<file path="config.mk">
export PLATFORM = sky130hd
export DESIGN_NAME = slot_alloc_sched
export DESIGN_NICKNAME = d
export VERILOG_FILES = /design/src/rtl/slot_alloc_sched.sv
export SDC_FILE = /design/constraint.sdc
export NUM_CORES = 1
export LEC_CHECK = 0
export ABC_AREA = 1
export CORE_ASPECT_RATIO = 1.25
export CORE_MARGIN = 1
export CORE_UTILIZATION = 46
export CTS_CLUSTER_DIAMETER = 60
export DETAILED_ROUTE_END_ITERATION = 7
export PLACE_DENSITY = 0.76
export SYNTH_ARGS = -nofsm -noshare
export SYNTH_HDL_FRONTEND = slang
export SYNTH_SLANG_ARGS = --single-unit
</file>
<file path="constraint.sdc">
create_clock -name clk -period 1.9 [get_ports clk]
set_input_delay 0.57 -clock clk [delete_from_list [all_inputs] [get_ports clk]]
set_output_delay 0.57 -clock clk [all_outputs]
set_load 0.03 [all_outputs]
</file>
<file path="src/rtl/slot_alloc_sched.sv">
`default_nettype none
// ============================================================================
// Module   : slot_alloc_sched
// Brief    : 16-slot tag allocator; lowest free slot granted one cycle after request.
// Revision : 1.0 - initial release
// ============================================================================
module slot_alloc_sched #(
    parameter int NUM_SLOTS = 16,
    parameter int ID_W      = 4,
    parameter int CNT_W     = 5
) (
    input  logic                 clk,
    input  logic                 rst_n,
    input  logic                 alloc_req,
    output logic                 alloc_gnt,
    output logic [ID_W-1:0]      alloc_id,
    output logic                 alloc_nack,
    input  logic                 free_vld,
    input  logic [ID_W-1:0]      free_id,
    input  logic                 flush,
    output logic [NUM_SLOTS-1:0] busy_mask,
    output logic [CNT_W-1:0]     used_cnt,
    output logic                 full,
    output logic                 empty,
    output logic                 err_dbl_free
);

    localparam logic [ID_W:0]  C_ENC_NONE = (ID_W+1)'(NUM_SLOTS);
    localparam logic [CNT_W-1:0] C_CNT_FULL = CNT_W'(NUM_SLOTS);

    logic [NUM_SLOTS-1:0] r_busy;
    logic [CNT_W-1:0]     r_used_cnt;
    logic                 r_full;
    logic                 r_empty;
    logic                 r_gnt;
    logic                 r_nack;
    logic [ID_W-1:0]      r_id;
    logic                 r_dbl;

    logic [ID_W:0]        w_enc;
    logic                 w_none_free;
    logic                 w_grant;
    logic                 w_nack;
    logic                 w_free_hit;
    logic                 w_free_ok;
    logic                 w_dbl;
    logic [NUM_SLOTS-1:0] w_gnt_onehot;
    logic [NUM_SLOTS-1:0] w_free_onehot;
    logic [NUM_SLOTS-1:0] w_busy_nxt;
    logic [CNT_W-1:0]     w_cnt_nxt;

    // Zero-priority encoder over the registered mask: lowest clear bit wins.
    always_comb begin
        w_enc = C_ENC_NONE;
        for (int i = NUM_SLOTS - 1; i >= 0; i--) begin
            if (!r_busy[i]) begin
                w_enc = (ID_W+1)'(i);
            end
        end
    end

    assign w_none_free = (w_enc == C_ENC_NONE);
    assign w_free_hit  = r_busy[free_id];

    // Flush swallows any request or release presented alongside it.
    assign w_grant   = alloc_req && !flush && !w_none_free;
    assign w_nack    = alloc_req && !flush &&  w_none_free;
    assign w_free_ok = free_vld  && !flush &&  w_free_hit;
    assign w_dbl     = free_vld  && !flush && !w_free_hit;

    generate
        for (genvar g = 0; g < NUM_SLOTS; g++) begin : g_onehot
            assign w_gnt_onehot[g]  = w_grant   && (w_enc[ID_W-1:0] == ID_W'(g));
            assign w_free_onehot[g] = w_free_ok && (free_id == ID_W'(g));
        end
    endgenerate

    // Granted slot is free and freed slot is busy, so the two never collide.
    always_comb begin
        w_busy_nxt = r_busy;
        if (flush) begin
            w_busy_nxt = '0;
        end else begin
            w_busy_nxt = (r_busy | w_gnt_onehot) & ~w_free_onehot;
        end
    end

    always_comb begin
        w_cnt_nxt = r_used_cnt;
        if (flush) begin
            w_cnt_nxt = '0;
        end else if (w_grant && !w_free_ok) begin
            w_cnt_nxt = r_used_cnt + CNT_W'(1);
        end else if (!w_grant && w_free_ok) begin
            w_cnt_nxt = r_used_cnt - CNT_W'(1);
        end
    end

    always_ff @(posedge clk) begin
        if (!rst_n) begin
            r_busy     <= '0;
            r_used_cnt <= '0;
            r_full     <= 1'b0;
            r_empty    <= 1'b1;
            r_gnt      <= 1'b0;
            r_nack     <= 1'b0;
            r_id       <= '0;
            r_dbl      <= 1'b0;
        end else begin
            r_busy     <= w_busy_nxt;
            r_used_cnt <= w_cnt_nxt;
            r_full     <= (w_cnt_nxt == C_CNT_FULL);
            r_empty    <= (w_cnt_nxt == '0);
            r_gnt      <= w_grant;
            r_nack     <= w_nack;
            r_dbl      <= w_dbl;
            if (w_grant) begin
                r_id <= w_enc[ID_W-1:0];
            end
        end
    end

    assign busy_mask    = r_busy;
    assign used_cnt     = r_used_cnt;
    assign full         = r_full;
    assign empty        = r_empty;
    assign alloc_gnt    = r_gnt;
    assign alloc_nack   = r_nack;
    assign alloc_id     = r_id;
    assign err_dbl_free = r_dbl;

endmodule
`default_nettype wire

</file>
# Word-level counts from Yosys, hierarchy flattened
# Cells that the tools add are included.
word_totals:
  inputBits: 9
  regBits: 30
classes:
  n_mux: 21
  reduce_logical: 49
  bitwise: 4
  n_eq_ne: 32
  order_cmp: 1
  n_addsub: 2
ops:
  columns: ["cell", "count"]
  rows:
  - ["$mux 5", 19]
  - ["$eq 4x4->1 const B", 16]
  - ["$logic_and 1x1->1", 40]
  - ["$eq 4x3->1 const B", 8]
  - ["$and 16x16->16", 1]
  - ["$eq 4x2->1 const B", 4]
  - ["$not 16->16", 1]
  - ["$or 16x16->16", 1]
  - ["$eq 5x5->1 const B", 2]
  - ["$eq 4x1->1 const B", 2]
  - ["$logic_not 4->1", 2]
  - ["$add 5x1->5 const B", 1]
  - ["$logic_not 1->1", 5]
  - ["$logic_not 5->1", 1]
  - ["$lt 4x5->1 const B", 1]
  - ["$sub 5x1->5 const B", 1]
  - ["$bmux 1 s4", 1]
  - ["$reduce_or 2->1", 1]
  - ["$mux 1", 1]
  - ["$not 1->1", 1]

# Logic depth before layout (Yosys ltp)
# Gate-level depths: netlist of run 1.
depth:
  depth_word: 25
  ltp_mapped: 19
  mapped_depth_nobuf: 19

# Worst setup path after synthesis of run 1
# No wires, ideal clock.
synth_timing:
  path_kind: "reg-to-reg"
  start: "register r_busy[0] (netlist: busy_mask[0])"
  end: "register r_busy[14] (netlist: busy_mask[14])"
  t_arrival_ns: 1.912
  path_stages_with_launch: 15
  synth_period_minus_slack_ns: 2.035
  setup_time_ns: 0.122
  slack_ns: -0.135
  cell_sequence: "dfxtp_1 -> buf_2 -> nand4_1 -> nor2_1 -> inv_2 -> nor2_1 -> inv_2 -> nand3_2 -> inv_2 -> buf_2 -> nand2_1 -> inv_2 -> a31o_1 -> nand2_1 -> nor2_1"
synth_via:
  elab_chain_len: 7
synth_lines:
  columns: ["item", "line", "rtl"]
  rows:
  - ["start, declared", "31", "logic [NUM_SLOTS-1:0] r_busy;"]
  - ["start signal, assigned", "110", "r_busy <= w_busy_nxt;"]
  - ["branches (longest 6 deep; another with $not 16->16)", null, null]
  - ["$and 16x16->16 (*)", "84", "w_busy_nxt = (r_busy | w_gnt_onehot) & ~w_free_onehot;"]
# Mark *: on every way between the ends. The select of a mux whose other input is x is not followed.
# A chain may end at the register's enable or synchronous reset.

# Final worst setup path of run 1
layout_timing:
  start: "input port free_id[1]"
  end: "register r_busy[11] (netlist: busy_mask[11])"
layout_via:
  elab_chain_len: 6
layout_lines:
  columns: ["item", "line", "rtl"]
  rows:
  - ["start, declared", "19", "input logic [ID_W-1:0] free_id,"]
  - ["$bmux 1 s4", "63", "assign w_free_hit = r_busy[free_id];"]
  - ["$mux 1 (not written as such)", "63", null]
  - ["$logic_and 1x1->1", "68", "assign w_free_ok = free_vld && !flush && w_free_hit;"]
  - ["$logic_and 1x1->1 (*)", "74", "assign w_free_onehot[g] = w_free_ok && (free_id == ID_W'(g));"]
  - ["$not 16->16 (*)", "84", null]
  - ["$and 16x16->16 (*)", "84", null]
# Mark *: on every way between the ends. The rest lies on a longest branch, timed or not. The select of a mux whose other input is x is not followed.

==> impl_results.md, run 1 <==
- Worst-Margin Slew: about 0.38 ns
- FF-to-FF End: empty
- Most common cell on crit path: nand2_1
- Worst EP arrival: 2.04 ns
- Die width: between 50 and 60 um
- Max_cap viols: 0
- Final net count: roughly 390
- Diode count: 0
- EDFF count, synth: 0
- VDD IR max: between 0.4 and 0.5 mV
- HP Start: busy_mask[13]
- DRC violations left: 0
- Final setup violation count: 0
- Fin cells: around 430
- Max_slew headroom: 0.742
- First-pass GRT wire length: approximately 9.5 mm
- Post-Synth XOR/XNOR Area: 0.0286
- Io pins: 39
- FMAX: approximately 0.54 GHz
- Yosys reg bits: 30
- Hold Crit Depth: 2
- Nature of the critical path startpoint: input pin
- Worst path max stage delay: roughly 0.31 ns
- Slowest CP cell: nor4_1
- Cell Area, Synth: about 1800 um^2
- Initial antenna violation count: 0
- GRT Residual Overflow: 0
- CTS tree: yes
- Clock Skews: slightly below 0.005 ns
- Critical path buffers and inverters: 3
- Sequential-to-total area share from yosys stat: 0.327
- Antenna viol nets, final: 0
- Flop2flop setup slack: approximately 0.037 ns
- HP Class: flip-flop to flip-flop
- Met1 wire length: ~2.3 mm
- Final Slew Violations: 0
- Post-synthesis adder-cell area fraction: 0.0136
- Tmin final: between 1.5 and 2 ns
- Setup_tns: 0 ns
- Initial Utilization: 0.481
- PortBufs: 38
- Largest family of logic cells by synthesized area: simple AND/OR/NAND/NOR gates
- Synthesis warning total: 0
- Fillers: around 300
- Top FF cell, synth: dfxtp_1
- Syn Area/Cell: 6.49 um^2
- H-Tree Level Count: 2
- Die ar.: ~4300 um^2
- RSZ-0062 raised after global routing: yes
- Final hold vios: 0
- Placed Instances: 421
- Crit-path cells: buf_4 > nor2_4 > a22oi_2 > nand2_1 > nand2_1 > nand2_1 > inv_2 > nand2_4 > nand2_8 > nor4_1 > buf_4 > nor2_1
- Insertion delay to the later sink of the worst-skew pair: ~0.29 ns
- Final wirelength: roughly 6.2 mm
- Yosys cell types: 29
- Cts bufs inserted: 5
- Overall Power: approximately 1500 uW
- Ys async rst share: 0
- Status: finished clean
- FF-to-FF Start: busy_mask[15]
- CTS clock-pin slew for the worst setup and hold paths: roughly 0.070 ns
- Wire length per cell: 14.3 um
- Met3 wire length: ~290 um
- Synth Area in Compound Gates: 0.129
- Post-place setup slack: -0.895 ns
- CP max FO: 8
- Core Area: 3820 um^2
- Final period utilization: 0.980
- Post-synth net total: roughly 290
- R2R cell count: 15
- Endpoint class of the critical path: flip-flop
- Largest net degree at the start of global routing: 17
- Vias: approximately 2.3k
- WL met2: roughly 3.3 mm
- CTS root buf: clkbuf_8
- Iter 0 DRT Violations: 97
- Layout area overhead: 58.7%
- Pre-Repair DR Iteration Count: 4
- Post-synthesis mux area share: 0
- CP top delay family: simple AND/OR/NAND/NOR gates
- Vias in the first global route: 2129
- Gr usage total: 0.299
- Num rows: 25
- Power per cell area: between 500 and 600 nW/um^2
- Worst Path Required: approximately 2.1 ns
- Simple-Gate Fraction of Synth Area: 0.392
- Worst Hold Endpoint: busy_mask[13]
- Clk buf depth: 2
- P_leak: around 0.0014 uW
- GP Congestion: between 0.9 and 1
- Top sig layer: met4
- Clk sinks: 30
- Detailed placement HPWL: about 4.4 mm
- Share of layout cells above drive strength 1: 0.335
- Post-Syn Instances: between 200 and 300
- Critical path type: input pin to flip-flop
- Min setup slack post-route: about 0.037 ns
- Via/cell ratio: roughly 5.3
- Die height: ~73 um
-- Yosys cell counts, types with 3 or more instances --
library cell | instances | area share
nand4_1 | 16 | 0.054
a21oi_1 | 12 | 0.033
inv_2 | 8 | 0.016
xor2_1 | 4 | 0.019
nor4_1 | 5 | 0.017
buf_2 | 3 | 0.0082
nor2_1 | 36 | 0.074
nand3_2 | 4 | 0.022
nand3_1 | 18 | 0.049
o21ai_0 | 10 | 0.027
nand2_1 | 66 | 0.13
a22oi_1 | 8 | 0.033
dfxtp_1 | 30 | 0.33
inv_1 | 34 | 0.069
o21ai_1 | 7 | 0.019
-- sequential cells by signal (all words and copies together), names as in the netlist --
register      cells
alloc_nack        1
err_dbl_free      1
full              1
used_cnt          5
alloc_id          4
empty             1
alloc_gnt         1
busy_mask        16
-- worst max path at each step --
stage,slack (ns),cells past startpoint,start,endpoint
2_1_floorplan,0.009,13,busy_mask[8],busy_mask[14]
3_3_place_gp,-0.85,17,free_id[0],empty
3_5_place_dp,-0.90,17,free_id[1],empty
4_1_cts,0.001,17,busy_mask[5],empty
5_1_grt,-0.11,12,free_id[1],busy_mask[11]
6_report,0.04,12,free_id[1],busy_mask[11]
-- power by group --
part	total (uW)	leakage [uW]	internal, uW	switching [uW]
Clock	559	0.0000472	291	268
Combinational	260	0.00110	108	152
Sequential	651	0.000248	642	8.66
Total	1470	0.00139	1040	429
-- layout make-up --
cell class              count  area [um^2]  area share
multi-input cells         204         1190       0.409
repair buffers             94          779       0.267
flip-flops and latches     30          613       0.210
inverters                  43          166      0.0571
clock buffers               6         82.6      0.0283
well taps                  54         67.6      0.0232
clock inverters             2         12.5     0.00429
-- worst register-to-register path, delay by kind of cell, from the launching register on --
kind                   cells  cell delay [ns]
and+or+nand+nor           13             1.22
buffers and inverters      2             0.22
DFF                        1             0.37
-- placed cells by master, fill, tap and decap left out, types with 4 or more instances in the layout --
cell type        instances
nand3_1                 15
xor2_1                   4
dfxtp_2                 10
nor2_1                  33
a21oi_1                 12
nand3_2                  5
nand2_2                 11
dfxtp_1                 20
nor2_4                   4
buf_4                   56
nand2_4                  4
a22oi_2                  4
nor4_1                   4
inv_1                   31
dlymetal6s2s_1           4
inv_2                   10
nand4_1                 16
nand2_1                 53
a22oi_1                  4
o21ai_0                  9
dlygate4sd2_1           19
clkdlybuf4s50_1         11
clkbuf_8                 6
o21ai_1                  8
-- what timing repair did --
action | 4_1_cts | 5_1_grt
endpoints found under the setup margin | 42 | 23
cloned | 0 | 0
buffers inserted | 2 | 2
resized for setup | 41 | 45
pin swaps | 3 | 20
hold endpoints to repair | 0 | 0
hold buffers | 0 | 0
-- cell families after synthesis --
logic type               Yosys count
buffers and inverters             49
flip-flops                        30
AND/OR/NAND/NOR                  155
XOR/XNOR                           6
AO/OA/AOI/OAI                     41
adder cells (fa/ha/maj)            2
-- per-stage QoR --
step	hold WS [ns]	utilization	instance area (um^2)
4_1_cts	0.477	0.727	2770
2_1_floorplan	0.528	-	1850
3_3_place_gp	0.466	0.693	2650
3_5_place_dp	0.467	0.693	2650
5_1_grt	0.519	0.764	2910
6_report	0.492	0.764	2910
-- metal layers --
metal / track usage / up-vias
met5: 0 / -
met4: 0.135 / 0
met2: 0.554 / 75
met3: 0.0567 / 32
li1: - / 1124
met1: 0.323 / 1080
Note: power is estimated with default switching activity, not from simulation.
==> inputs of run 2 (changes only) <==
- clock period: 1.9 -> 1.51 ns (I/O delays scaled with it)
==> run 2 against run 1 <==
  * The flow now finishes with violations (negative setup slack)
  * Count of clock-buffer cells in the layout grew 2
  * Sequential power grew 24%
  * Critical path depth grew 7
  * Register-to-register slack lost 0.46 ns
  * Clock power grew 63%
  * Non-clock buffer count grew 26
  * Design area grew 14%
  * Largest power group is now clock
==> impl_results.md, run 2 (synthesized netlist as in run 1, its figures left out) <==
- Vias: 2556 (+11%)
- Via/cell ratio: 5.57 (+4.3%)
- Nature of the critical path startpoint: flip-flop
- Max_cap viols: 0 (unchanged)
- Final hold vios: 0 (unchanged)
- Most common cell after layout, fill and taps aside: buf_4
- GP Congestion: 0.930 (-0.27%)
- Crit-path cells: buf_6 > inv_4 > nand2_2 > nand2_1 > nand2_1 > nand2_1 > nand2_1 > nand2_1 > nand2_1 > nand2_1 > nand2_1 > nand2_1 > nand2_1 > nand2_2 > buf_4 > nand4_1 > nor2_1 > o21ai_1 > nor2_1
- VDD IR max: 0.627 mV (+40%)
- Iter 0 DRT Violations: 178 (+84%)
- CP Launch Point: busy_mask[15]
- Final net count: 415 (+6.7%)
- # hold bufs at CTS: 0 (unchanged)
- Min setup slack post-route: -0.427 ns (-0.465 ns)
- P_leak: 0.00151 uW (+8.7%)
- Detailed placement HPWL: 4.80 mm (+8.5%)
- Initial antenna violation count: 0 (unchanged)
- Largest net degree at the start of global routing: 18 (+1)
- HP Start: busy_mask[10]
- Tmin final: between 1.5 and 2 ns
- Initial Utilization: 0.481 (unchanged)
- Worst EP arrival: 2.15 ns (+0.11 ns)
- Power per cell area: 635 nW/um^2 (+26%)
- FF-to-FF End: busy_mask[11]
- Final Slew Violations: 0 (unchanged)
- Clk buf depth: 2 (unchanged)
- CP max FO: 3 (-5)
- Switching power: 577 uW (+34%)
- CTS root buf: clkbuf_8
- Overall Power: 2110 uW (+43%)
- Placed Instances: 439 (+4.3%)
- Worst-Margin Slew: 0.377 ns (-0.00658 ns)
- Io pins: 39 (unchanged)
- Vias in the first global route: 2315 (+8.7%)
- Status: complete, but fails checks
- FF-to-FF Start: busy_mask[15]
- Num rows: 25 (unchanged)
- CTS tree: yes
- Most common cell on crit path: nand2_1
- Final setup violation count: 28 (+28)
- Die height: 72.7 um (unchanged)
- Net Sw Frac: 0.274 (-0.0181)
- PortBufs: 38 (unchanged)
- Flop2flop setup slack: -0.43 ns (-0.46 ns)
- Worst Path Required: 1.72 ns (-0.36 ns)
- CTS clock-pin slew for the worst setup and hold paths: 0.07 ns (about the same)
- Setup_tns: -7.81 ns (-7.81 ns)
- Crit path to: busy_mask[11]
- Power Internal: 1530 uW (+47%)
- H-Tree Level Count: 2 (unchanged)
- Clk pwr share: 0.431 (+0.051)
- Clk sinks: 30 (unchanged)
- FMAX: between 0.5 and 0.6 GHz
- Critical path type: flip-flop to flip-flop
- Final period utilization: 1.28
- Layout area overhead: 80.7%
- First-pass GRT wire length: 10.5 mm (+9.8%)
- Fillers: 213 (-29%)
- Sequential share of power: 0.383 (-0.060)
- Cts bufs inserted: 5 (unchanged)
- Final core utilization: 0.870 (+0.106)
- Core Area: 3820 um^2 (unchanged)
- Max_slew headroom: 0.746 (+0.00443)
- Antenna viol nets, final: 0 (unchanged)
- Max reg flops: 16 (unchanged)
- Most frequent cells in the layout: buf_4 (87), nand2_1 (47), nor2_1 (30)
- Clock Skews: 0.00386 ns (-0.00108 ns)
- RSZ-0062 raised after global routing: yes
- DRC violations left: 0 (unchanged)
- Share of layout cells above drive strength 1: 0.494 (+0.159)
- Final wirelength: 7.52 mm (+22%)
- Endpoint class of the critical path: flip-flop
- Failing checks: negative setup slack
- Worst path max stage delay: 0.36 ns (+0.05 ns)
- Insertion delay to the later sink of the worst-skew pair: 0.29 ns (about the same)
- Slowest CP cell: dfxtp_4
- HP Class: flip-flop to flip-flop
- Fin cells: 459 (+6.0%)
- Post-place setup slack: -1.03 ns (-0.131 ns)
- Logic pwr share: 0.185 (+0.008)
- Pre-Repair DR Iteration Count: 5 (+1)
- Wire length per cell: 16.4 um (+15%)
- Die width: 58.5 um (unchanged)
- Diode count: 0 (unchanged)
- R2R cell count: 19 (+4)
- GRT Residual Overflow: 0 (unchanged)
- Gr usage total: 0.332 (+0.0333)
- Die ar.: 4250 um^2 (unchanged)
[run 2: worst min-delay path by stage]
stage                               end  depth (start not counted)
after detailed placement  busy_mask[10]                          2
after CTS                 busy_mask[10]                          2
after global placement    busy_mask[10]                          2
after global routing      busy_mask[10]                          2
after floorplan            busy_mask[4]                          2
final                     busy_mask[10]                          2
[run 2: worst max-delay path: cells and delay by family (launching register included)]
family                 cells  cell delay (ns)
AOI/OAI and AO/OA          1             0.11
and+or+nand+nor           15             1.09
buffers and inverters      3             0.29
DFF                        1             0.36
[run 2: metrics by stage]
step / hold WS (ns) / area [um^2]
2_1_floorplan: 0.516 / 1950
3_3_place_gp: 0.451 / 2830
3_5_place_dp: 0.452 / 2830
4_1_cts: 0.461 / 3150
5_1_grt: 0.514 / 3320
6_report: 0.468 / 3320
[run 2: layout make-up]
class / count / area [um^2] / share of cell area
flip-flops and latches: 30 / 638 / 0.192
repair buffers: 120 / 991 / 0.299
clock buffers: 8 / 133 / 0.0400
multi-input cells: 204 / 1300 / 0.393
well taps: 54 / 67.6 / 0.0204
inverters: 43 / 185 / 0.0558
[run 2: per-layer routing]
layer / share of wire / track usage / vias to the layer above
met5: 0 / 0 / -
met4: 0.069 / 0.212 / 0
met3: 0.070 / 0.0762 / 60
met2: 0.51 / 0.607 / 154
met1: 0.35 / 0.333 / 1175
li1: - / - / 1167
[run 2: power groups by stage]
stage	Clock (uW)	Sequential, uW	Combinational [uW]
2_1_floorplan	0	859	132
3_3_place_gp	0	823	327
3_5_place_dp	0	824	333
4_1_cts	909	805	345
5_1_grt	955	808	412
6_report	909	807	390
[run 2: timing repair]
| item | 4_1_cts | 5_1_grt |
|---|---|---|
| pin swaps | 33 | 39 |
| gates resized for setup | 68 | 43 |
| hold endpoints to repair | 0 | 0 |
| setup endpoints to repair | 38 | 30 |
| setup buffers | 8 | 5 |
